File: src/rtl/vending_credit_fsm.sv
// Coin-credit vending controller: collects 5/10/25 coins toward PRICE and pays change as chg5 pulses.
// Optional refund path on cancel is built when VEND_CANCEL_EN is defined.
module vending_credit_fsm #(
  parameter int PRICE = 4,
  parameter int CW    = 5
) (
  input  logic          clk,
  input  logic          reset,
  input  logic [1:0]    coin,
  input  logic          cancel,
  output logic          vend,
  output logic          chg5,
  output logic          busy,
  output logic [CW-1:0] credit
);

  typedef enum logic {COLLECT = 1'b0, CHANGE = 1'b1} state_t;

  localparam logic [CW-1:0] PRICE_C = CW'(PRICE);

  state_t        state, state_nxt;
  logic [CW-1:0] cnt, cnt_nxt;
  logic [CW-1:0] coin_val;
  logic [CW-1:0] sum;
  logic          cancel_req;

  always_comb begin
    coin_val = '0;
    case (coin)
      2'b01:   coin_val = CW'(1);
      2'b10:   coin_val = CW'(2);
      2'b11:   coin_val = CW'(5);
      default: coin_val = '0;
    endcase
  end

  // Parameter rule 2^CW > PRICE + 4 keeps this sum from wrapping.
  assign sum = cnt + coin_val;

`ifdef VEND_CANCEL_EN
  assign cancel_req = cancel;
`else
  assign cancel_req = 1'b0;
  logic unused_cancel;
  assign unused_cancel = cancel;
`endif

  always_ff @(posedge clk or negedge reset) begin
    if (!reset) begin
      state <= COLLECT;
      cnt   <= '0;
    end else begin
      state <= state_nxt;
      cnt   <= cnt_nxt;
    end
  end

  always_comb begin
    state_nxt = state;
    cnt_nxt   = cnt;
    vend      = 1'b0;
    chg5      = 1'b0;
    busy      = 1'b0;
    case (state)
      COLLECT: begin
        if (sum >= PRICE_C) begin
          // vend is Mealy; gate with reset so it stays low while reset is held.
          vend    = reset;
          cnt_nxt = sum - PRICE_C;
          if (sum != PRICE_C) state_nxt = CHANGE;
        end else if (cancel_req && (sum != '0)) begin
          cnt_nxt   = sum;
          state_nxt = CHANGE;
        end else begin
          cnt_nxt = sum;
        end
      end
      CHANGE: begin
        chg5    = 1'b1;
        busy    = 1'b1;
        cnt_nxt = cnt - CW'(1);
        if (cnt == CW'(1)) state_nxt = COLLECT;
      end
      default: begin
        state_nxt = COLLECT;
        cnt_nxt   = '0;
      end
    endcase
  end

  assign credit = cnt;

endmodule

File: config.mk
export PLATFORM = sky130hd
export DESIGN_NAME = vending_credit_fsm
export DESIGN_NICKNAME = d
export VERILOG_FILES = /design/src/rtl/vending_credit_fsm.sv
export SDC_FILE = /design/constraint.sdc
export NUM_CORES = 1
export LEC_CHECK = 0
export CELL_PAD_IN_SITES_DETAIL_PLACEMENT = 1
export CELL_PAD_IN_SITES_GLOBAL_PLACEMENT = 2
export CORE_ASPECT_RATIO = 0.9
export CORE_MARGIN = 1
export CORE_UTILIZATION = 33
export CTS_BUF_LIST = sky130_fd_sc_hd__clkbuf_4
export DETAILED_ROUTE_END_ITERATION = 8
export PLACE_DENSITY = 0.9
export SLEW_MARGIN = 25
export SYNTH_ARGS = -nofsm -noshare
export SYNTH_HDL_FRONTEND = slang
export SYNTH_SLANG_ARGS = --single-unit
File: constraint.sdc
create_clock -name clk -period 8.22 [get_ports clk]
set_input_delay 1.644 -clock clk [delete_from_list [all_inputs] [get_ports clk]]
set_output_delay 1.644 -clock clk [all_outputs]
set_load 0.02 [all_outputs]
# Word-level counts from Yosys, hierarchy flattened
# Index checks and enable logic that the tools add are counted.
classes:
  addsub: 3
  magnitude_cmp: 1
  n_bitwise: 1
  n_eq_ne: 5
  mux: 10
op_table:
  columns: ["cell", "count"]
  rows:
  - ["one-hot mux 5 bit (2 select lines)", 1]
  - ["one-hot mux 3 bit (3 select lines)", 1]
  - ["2-to-1 mux 1 bit", 6]
  - ["adder 5 bit", 1]
  - ["== test 5 x 1 -> 1 bit (second input constant)", 1]
  - [">= comparator 5 x 3 -> 1 bit (second input constant)", 1]
  - ["2-to-1 mux 5 bit", 1]
  - ["inequality test 5 x 3 -> 1 bit (second input constant)", 1]
  - ["subtractor 5 x 1 -> 5 bit (second input constant)", 1]
  - ["subtractor 5 x 3 -> 5 bit (second input constant)", 1]
  - ["== test 2 bit (second input constant)", 2]
  - ["== test 2 x 1 -> 1 bit (second input constant)", 1]
  - ["one-hot mux 1 bit (2 select lines)", 1]
  - ["NOT 1 bit", 1]
word_totals:
  register_bits: 6
  output_inout_bits: 8
  wordCells: 22

# Logic depth before layout (Yosys ltp)
# Gate-level depths: netlist of run 1.
depth:
  word_depth: 7
  depth_mapped: 9
  depth_no_buf: 9

# Least setup slack after synthesis of run 1
# No wires, ideal clock.
synth_path:
  path_type: "input to output"
  from: "input port coin[0]"
  to: "output port vend"
  slack_ps: 2714
  stages: 9
  arrival_time_ps: 3862
  path_cell_list: "and2_1 -> ha_1 -> and3_1 -> or3_4 -> nand2_1 -> ha_1 -> nor3b_1 -> a221oi_4 -> nor3b_1"
synth_between:
  elab_chain_len: 6
synth_lines:
  columns: ["element", "line_no", "source"]
  rows:
  - ["start, declared", "9", "input logic [1:0] coin,"]
  - ["== test 2 bit or == test 2 x 1 -> 1 bit (tied branches)", "29", "case (coin)"]
  - ["one-hot mux 3 bit (3 select lines) (*)", "29", null]
  - ["adder 5 bit (*)", "38", "assign sum = cnt + coin_val;"]
  - [">= comparator 5 x 3 -> 1 bit (*)", "66", "if (sum >= PRICE_C) begin"]
  - ["2-to-1 mux 1 bit (*)", "66", null]
  - ["2-to-1 mux 1 bit (*)", "64", "case (state)"]
  - ["end, declared", "11", "output logic vend,"]
# Mark *: on every way between the ends. The rest lies on a longest branch, timed or not.

# Worst setup path after layout of run 1
# Same ends and word-level chain as after synthesis.

==> results.py, run 1 <==
metrics = {
    "timing": {
        "worst_pin_slew_ns": 0.5563,
        "setup_tns_ns": 0,
        "max_freq_mhz": 152.8,
        "relSlewSlack_pct": 62.83,
        "timing_hold_violations_final": 0,
        "finalCriticalPeriod_ns": 6.546,
        "finClkSkew_ns": 0.002637,
        "fin_crit_sh_pct": 79.63,
        "slew_violations": 0,
        "rsz0062_at_grt": "no",
        "finalWorstSetupSlack_ns": 1.674,
        "finalSetupViolCount": 0,
    },
    "finish": {
        "final_nets": 91,
        "area_growth_pct": 24.02,
        "nFillCells": 212,
        "seq_area_um2": 150.1,
        "layout-drive-gt1-share_pct": 7.895,
        "final_area_um2": 755.7,
        "num_antenna_cells": 0,
        "multiInputGateArea_um2": 427.9,
    },
    "yosys": {
        "syn-num-nets": 78,
        "synth_top_area_cell": "dfrtp_1",
        "synth.avg_cell_area_um2": 9.374,
        "synth_top_family_by_area": "simple AND/OR/NAND/NOR gates",
        "netlist_top_cells_area": "dfrtp_1 (25%), ha_1 (14%), xor2_1 (7.2%)",
        "synth_top_area_share_pct": 24.64,
        "ys_seq_area_share_pct": 24.64,
        "synth_compound_area_share_pct": 17.66,
        "synth.distinct_cells": 31,
        "synth_xor_xnor_area_share_pct": 10.06,
        "synthSimpleGateAreaFrac_pct": 21.36,
        "syn_area_um2": 609.3,
        "synth_cells": 65,
        "yosys.area_share.adder_pct": 17.66,
        "synthMuxAreaShare_pct": 3.491,
        "synth-seq-cells": 6,
        "yosysWarnings": 0,
    },
    "setup_path": {
        "end_kind": "output port",
        "reg2regPathDepth": 8,
        "path_class": "in -> out",
        "worstPathMaxFanout": 6,
        "crit_arrival_ns": 4.90,
        "crit_required_ns": 6.58,
        "start_kind": "input pin",
    },
    "global_route": {
        "grt_pass1_vias": 551,
        "antenna_found_initial": 0,
        "grt_max_degree": 14,
        "grt_overflow_total": 0,
        "grt_usage_pct": 17.31,
        "grt_pass1_wl_um": 2470,
    },
    "clocking": {
        "cts_tree": "yes",
        "cts_buffers": 3,
        "cts_setup_buffers": 0,
        "cts_resized": 0,
        "cts.clk_slew.worst_paths_ns": 0.05,
        "holdBufCountCts": 0,
        "worstSkewPairLatency_ns": 0.25,
        "cts-root-buf": "clkbuf_4",
        "clock_sinks": 6,
        "cts_buffer_depth": 2,
        "htreeDepth": 1,
    },
    "place": {
        "routabilityCongestion": 0.7979,
        "dp_hpwl_um": 1068,
        "place.port_buffers": 11,
        "place_ws_ns": 1.667,
        "dpl_cell_area_um2": 733.2,
    },
    "floorplanning": {
        "ios": 13,
        "core_mm2": 0.001699,
        "dieArea_mm2": 0.002023,
        "die_w_um": 47.30,
        "initial_utilization_pct": 35.86,
        "rows": 14,
        "die_y_um": 42.77,
    },
    "power_and_ir_drop": {
        "seqPwrFrac_pct": 23.7,
        "clkPwrFrac_pct": 8.7,
        "sw_frac_of_total_pct": 48.16,
        "ir_drop_uv": 222.9,
        "p_leak_nw": 0.3557,
        "power_density_mw_per_mm2": 424.3,
        "p_sw_mw": 0.1544,
        "p_int_mw": 0.1662,
        "combPwrFrac_pct": 67.6,
    },
    "drt": {
        "vias": 500,
        "wl_um": 1381,
        "avgRoutedWirePerCell_um": 13.81,
        "ant_nets": 0,
        "remaining_drc_errors": 0,
        "via_per_inst": 5.000,
        "drt-initial-drc-count": 7,
        "firstDrtPassIters": 4,
    },
    "hold_path": {
        "min_delay_path_depth": 2,
        "hold_path_class": "reg -> reg",
    },
    "run_status": {
        "status": "finished, final reports clean",
    },
    "run": {
        "max-cap-violations": 0,
    },
}
==> final timing paths <==
path	start	endpoint	slack [ns]
max in group asynchronous	reset	credit[3]	6.34
worst max-delay path	coin[0]	vend	1.67
min in group asynchronous	reset	credit[2]	1.65
worst min-delay path	credit[0]	credit[0]	0.70
worst max register to register	credit[2]	state	5.52
worst min register to register	credit[0]	credit[0]	0.70
==> power groups by stage <==
stage | logic [mW] | clock network, mW | registers (mW)
2_1_floorplan | 0.148 | 0 | 0.0790
3_3_place_gp | 0.212 | 0 | 0.0767
3_5_place_dp | 0.216 | 0 | 0.0771
4_1_cts | 0.219 | 0.0286 | 0.0766
5_1_grt | 0.245 | 0.0308 | 0.0813
6_report | 0.217 | 0.0279 | 0.0759
==> metal layers <==
metal,track usage (%),wire [um],vias up
met5,0,0,-
met4,5.143,8,0
met3,5.106,33,2
met2,25.75,618,7
met1,23.64,720,238
li1,-,-,253
==> area by class of cell <==
| class | count | area share, % |
|---|---|---|
| Tap cell | 24 | 3.974 |
| Multi-Input combinational cell | 52 | 56.62 |
| Clock buffer | 3 | 2.980 |
| Sequential cell | 6 | 19.87 |
| Timing Repair Buffer | 11 | 14.57 |
| Inverter | 4 | 1.987 |
==> state kept, by name (all words and copies together) (netlist names) <==
| register | count |
|---|---|
| credit | 5 |
| state | 1 |
==> layout by cell type, fill, tap and decap left out, drive strengths merged, types with 2 or more instances in the layout <==
master	instances
a21oi	2
a221oi	2
and2	2
and3	2
clkbuf	3
clkdlybuf4s50	11
dfrtp	6
ha	7
inv	4
nand2	5
nand2b	4
nor3b	3
o21ai	3
o31ai	2
xnor2	2
xor2	5
==> synth_stat cells, drive strengths merged <==
library cell	count
a211oi	1
a21o	1
a21oi	2
a221oi	2
and2	2
and3	2
buf	2
clkbuf	1
dfrtp	6
fa	1
ha	7
inv	4
mux2	1
mux2i	1
nand2	5
nand2b	4
nand3	1
nor2	1
nor2b	1
nor3	1
nor3b	3
o21ai	3
o221ai	1
o31a	1
o31ai	2
or3	1
or4	1
xnor2	2
xor2	5
==> per-stage QoR <==
| stage | power, mW | hold slack [ns] | utilization (%) | instances |
|---|---|---|---|---|
| after floorplan | 0.2270 | 0.7342 | - | 65 |
| after global placement | 0.2891 | 0.6709 | 43.15 | 97 |
| after detailed placement | 0.2928 | 0.6940 | 43.15 | 97 |
| after CTS | 0.3239 | 0.7099 | 44.48 | 100 |
| after global routing | 0.3567 | 0.7345 | 44.48 | 100 |
| final | 0.3207 | 0.7035 | 44.48 | 100 |
==> logic make-up (layout without fill, tap and decap cells) <==
family,Yosys count,after routing
AND/OR/NAND/NOR,22,22
buffers and inverters,7,18
flip-flops,6,6
AO/OA/AOI/OAI,13,13
multiplexers,2,2
XOR/XNOR,7,7
adder cells (fa/ha/maj),8,8
==> critical path, stage by stage <==
cell,delay [ns]
clkdlybuf4s50_1,0.44
and2_1,0.18
ha_1,0.35
and3_1,0.19
or3_4,0.39
nand2_1,0.12
ha_1,0.17
nor3b_1,0.48
a221oi_4,0.08
nor3b_1,0.20
clkdlybuf4s50_1,0.64
No activity file was read; power rests on OpenSTA's default activity.
==> run 2, diff against run 1 <==
Settings changed: CORE_UTILIZATION 33 to 28, PLACE_DENSITY 0.9 to 0.82.
Clock period 8.22 ns to 5.55 ns, I/O delays scaled along.
==> run 2 against run 1 <==
Cell count is 2.0% higher; hold slack worse by 0.0048 ns; register-to-register slack worse by 2.4 ns; global-route usage is 3.0 points lower; total power is 49% higher; combinational power is 50% higher; count of clock-buffer cells in the layout stayed put; via count is 3.6% higher; routed wire length is 1.4% lower; critical path depth is 1 higher; largest cell class unchanged; largest power group unchanged; highest routed layer unchanged.
==> results.py, run 2 (synthesized netlist as in run 1, its figures left out) <==
metrics = {
    "setup_path": {
        "start_kind": "input pin",
        "end_kind": "output port",
        "crit_required_ns": 4.44,
        "reg2regPathDepth": 9,
        "crit_arrival_ns": 4.16,
        "path_class": "in -> out",
        "worstPathMaxFanout": 6,
    },
    "power_and_ir_drop": {
        "power_density_mw_per_mm2": 625.6,
        "p_total_mw": 0.4783,
        "ir_drop_uv": 303.3,
        "p_leak_nw": 0.3611,
    },
    "drt": {
        "avgRoutedWirePerCell_um": 13.35,
        "vias": 518,
        "drt-initial-drc-count": 10,
        "firstDrtPassIters": 4,
        "wl_um": 1362,
        "remaining_drc_errors": 0,
        "ant_nets": 0,
        "via_per_inst": 5.078,
    },
    "global_route": {
        "grt_max_degree": 14,
        "use_met3_pct": 4.950,
        "grt_usage_pct": 14.27,
        "grt_overflow_total": 0,
        "use_met1_pct": 20.16,
        "antenna_found_initial": 0,
        "grt_pass1_vias": 517,
        "busiest_layer": "met2",
        "grt_pass1_wl_um": 2408,
        "grt.met2_usage_pct": 20.53,
    },
    "timing": {
        "slew_violations": 0,
        "relSlewSlack_pct": 72.68,
        "timing_hold_violations_final": 0,
        "finClkSkew_ns": 0.001702,
        "finalWorstSetupSlack_ns": 0.2829,
        "finalSetupViolCount": 0,
        "max_freq_mhz": 189.9,
        "fin_crit_sh_pct": 94.90,
        "rsz0062_at_grt": "no",
        "worst_pin_slew_ns": 0.4098,
        "finalCriticalPeriod_ns": 5.267,
        "setup_tns_ns": 0,
        "hold_ws_ns": 0.6987,
    },
    "finish": {
        "layout_commonest_cell": "clkdlybuf4s50_1",
        "post-route-util_pct": 38.43,
        "final_nets": 92,
        "layout-drive-gt1-share_pct": 9.091,
        "stdcell_count": 102,
        "largest_reg_flops": 5,
        "seq_area_um2": 150.1,
        "final_area_um2": 764.5,
        "multiInputGateArea_um2": 427.9,
        "nFillCells": 250,
        "area_growth_pct": 25.46,
        "num_antenna_cells": 0,
        "layout_common_cells": "clkdlybuf4s50_1 (11), ha_1 (7), dfrtp_1 (6), nand2_1 (5), xor2_1 (5)",
    },
    "clocking": {
        "cts.clk_slew.worst_paths_ns": 0.05,
        "htreeDepth": 1,
        "cts_buffer_depth": 2,
        "clock_sinks": 6,
        "holdBufCountCts": 0,
        "cts_buffers": 3,
        "cts_setup_buffers": 0,
        "cts-root-buf": "clkbuf_4",
        "cts_tree": "yes",
        "worstSkewPairLatency_ns": 0.25,
        "cts_resized": 0,
    },
    "place": {
        "routabilityCongestion": 0.7088,
        "dpl_cell_area_um2": 742.0,
        "placed_cells": 99,
        "place.port_buffers": 11,
        "place_ws_ns": 0.2859,
        "dp_hpwl_um": 1074,
    },
    "run": {
        "max-cap-violations": 0,
    },
    "floorplanning": {
        "core_mm2": 0.001989,
        "ios": 13,
        "dieArea_mm2": 0.002367,
        "initial_utilization_pct": 30.63,
        "die_y_um": 46.26,
        "die_w_um": 51.18,
        "rows": 15,
    },
    "hold_path": {
        "min_delay_path_depth": 2,
        "hold_path_class": "reg -> reg",
    },
    "run_status": {
        "status": "finished, final reports clean",
    },
}
==> run 2: cell types whose count changed in the layout (fill, tap and decap cells not counted) <==
cell   change
buf_4      +1
==> run 2: final cells by class <==
class                           instances  area share [%]
Sequential cell                         6           19.64
Multi-Input combinational cell         52           55.97
Inverter                                4           1.964
Timing Repair Buffer                   12           15.38
Clock buffer                            3           2.946
Tap cell                               25           4.092
==> run 2: worst max-delay path, cell delays in order <==
cell	delay, ns
clkdlybuf4s50_1	0.44
and2_1	0.18
ha_1	0.35
and3_1	0.20
or3_4	0.39
nand2_1	0.12
ha_1	0.16
nor3b_1	0.18
buf_4	0.16
a221oi_4	0.05
nor3b_1	0.19
clkdlybuf4s50_1	0.63
==> run 2: where the power goes <==
part | internal, mW | switching [mW] | total, mW
sequential | 0.0659 | 0.0461 | 0.112
clock | 0.0245 | 0.0167 | 0.0412
combinational | 0.159 | 0.166 | 0.325
total | 0.249 | 0.229 | 0.478
==> run 2: path summary, 6_finish.rpt <==
check | start | end | slack, ns
min in group asynchronous | reset | state | 1.12
max in group asynchronous | reset | credit[2] | 4.21
max reg2reg | credit[2] | state | 3.08
min reg2reg | credit[0] | credit[0] | 0.70
max | coin[0] | vend | 0.28
min | credit[0] | credit[0] | 0.70
==> run 2: per-layer routing <==
| metal | share of wire, % | vias to the layer above |
|---|---|---|
| li1 | - | 253 |
| met1 | 54 | 249 |
| met2 | 42 | 14 |
| met3 | 3.7 | 2 |
| met4 | 0.59 | 0 |
| met5 | 0 | - |
==> run 3, diff against run 2 <==
Settings changed: CORE_MARGIN 1 to 2, CTS_CLUSTER_SIZE set to 16.
==> run 3 against run 2 <==
Combinational power is 2% lower; total power is 0.67% lower; register-to-register slack hardly changed; global-route usage is 1.8 points lower; clock power is 1% higher; hold slack worse by 0.0051 ns; setup slack worse by 0.0041 ns; sequential power hardly changed; count of clock-buffer cells in the layout stayed put; fmax hardly changed; critical path type unchanged; largest cell class unchanged; highest routed layer unchanged.
==> results.py, run 3 (synthesized netlist as in run 1, its figures left out) <==
metrics = {
    "global_route": {
        "grt_overflow_total": 0,
        "grt_max_degree": 14,
        "grt_usage_pct": 12.50,
        "grt_pass1_wl_um": 2125,
        "antenna_found_initial": 0,
        "grt_pass1_vias": 492,
    },
    "setup_path": {
        "end_kind": "output port",
        "path_class": "in -> out",
        "crit_chain": "clkdlybuf4s50_1, and2_1, ha_1, and3_1, or3_4, nand2_1, ha_1, nor3b_1, buf_4, a221oi_4, nor3b_1, clkdlybuf4s50_1",
        "cp_slowest_cell": "clkdlybuf4s50_1",
        "start_kind": "input pin",
        "cpPeakStageDelay_ns": 0.64,
        "crit_arrival_ns": 4.16,
        "crit_required_ns": 4.44,
        "worstPathMaxFanout": 6,
    },
    "finish": {
        "layout_common_cells": "clkdlybuf4s50_1 (11), ha_1 (7), dfrtp_1 (6), nand2_1 (5), xor2_1 (5)",
        "largest_reg_flops": 5,
        "final_area_um2": 767.0,
        "num_antenna_cells": 0,
        "layout_commonest_cell": "clkdlybuf4s50_1",
        "area_growth_pct": 25.87,
        "stdcell_count": 104,
        "final_nets": 92,
        "post-route-util_pct": 36.14,
        "layout-drive-gt1-share_pct": 9.091,
    },
    "power_and_ir_drop": {
        "ir_drop_uv": 208.1,
        "p_total_mw": 0.4751,
        "power_density_mw_per_mm2": 619.4,
        "p_leak_nw": 0.3611,
    },
    "place": {
        "routabilityCongestion": 0.7512,
        "place.port_buffers": 11,
        "dpl_cell_area_um2": 744.5,
        "placed_cells": 101,
        "place_ws_ns": 0.2669,
        "dp_hpwl_um": 1108,
    },
    "run_status": {
        "status": "finished, final reports clean",
    },
    "floorplanning": {
        "core_mm2": 0.002122,
        "die_y_um": 48.26,
        "initial_utilization_pct": 28.71,
        "dieArea_mm2": 0.002566,
        "rows": 16,
        "die_w_um": 53.18,
        "ios": 13,
    },
    "timing": {
        "slew_violations": 0,
        "fin_crit_sh_pct": 94.98,
        "finClkSkew_ns": 0.004827,
        "worst_pin_slew_ns": 0.4213,
        "timing_hold_violations_final": 0,
        "finalSetupViolCount": 0,
        "relSlewSlack_pct": 71.91,
        "setup_tns_ns": 0,
        "hold_ws_ns": 0.6936,
        "finalWorstSetupSlack_ns": 0.2788,
        "max_freq_mhz": 189.7,
        "finalCriticalPeriod_ns": 5.271,
        "rsz0062_at_grt": "no",
    },
    "drt": {
        "avgRoutedWirePerCell_um": 13.57,
        "wl_um": 1411,
        "via_per_inst": 5.038,
        "drt-initial-drc-count": 2,
        "remaining_drc_errors": 0,
        "vias": 524,
        "ant_nets": 0,
        "firstDrtPassIters": 2,
    },
    "clocking": {
        "cts_resized": 0,
        "htreeDepth": 1,
        "cts_buffers": 3,
        "cts_setup_buffers": 0,
        "cts_buffer_depth": 2,
        "clock_sinks": 6,
        "worstSkewPairLatency_ns": 0.25,
        "cts-root-buf": "clkbuf_4",
        "cts.clk_slew.worst_paths_ns": 0.05,
        "cts_tree": "yes",
        "holdBufCountCts": 0,
    },
    "run": {
        "max-cap-violations": 0,
    },
    "hold_path": {
        "hold_path_class": "reg -> reg",
    },
}
[run 3: cell counts in the layout (fill, tap and decap cells not counted)]
No cell type changed its count.
[run 3: critical path: cells and delay by family]
| family | cells | cell delay [ns] |
|---|---|---|
| compound gates | 1 | 0.04 |
| buf+inv | 3 | 1.24 |
| simple gates | 6 | 1.26 |
| fa+ha+maj | 2 | 0.49 |
[run 3: path summary, 6_finish.rpt]
kind | from | end | slack [ns] | cells past startpoint
worst max-delay path | coin[0] | vend | 0.28 | 12
worst min-delay path | credit[0] | credit[0] | 0.69 | 2
worst max register to register | credit[2] | state | 3.08 | 9
worst min register to register | credit[0] | credit[0] | 0.69 | 2
max in group asynchronous | reset | credit[4] | 4.20 | 1
min in group asynchronous | reset | credit[0] | 1.11 | 1
[run 3: power breakdown]
part	internal, mW	switching, mW	total, mW	leakage, nW
sequential	0.0658	0.0482	0.114	0.0676
combinational	0.157	0.163	0.319	0.280
clock	0.0245	0.0171	0.0416	0.0138
total	0.247	0.228	0.475	0.361
[run 3: layout make-up]
type,instances,area [um2]
Clock buffer,3,22.52
Fill cell,270,1355
Inverter,4,15.01
Multi-Input combinational cell,52,427.9
Sequential cell,6,150.1
Tap cell,27,33.78
Timing Repair Buffer,12,117.6
[run 3: metal layers]
metal	GRT usage, %	wire length [um]	up-vias
li1	-	-	254
met1	13.08	613	252
met2	22.75	705	14
met3	3.681	63	4
met4	7.692	29	0
met5	0	0	-
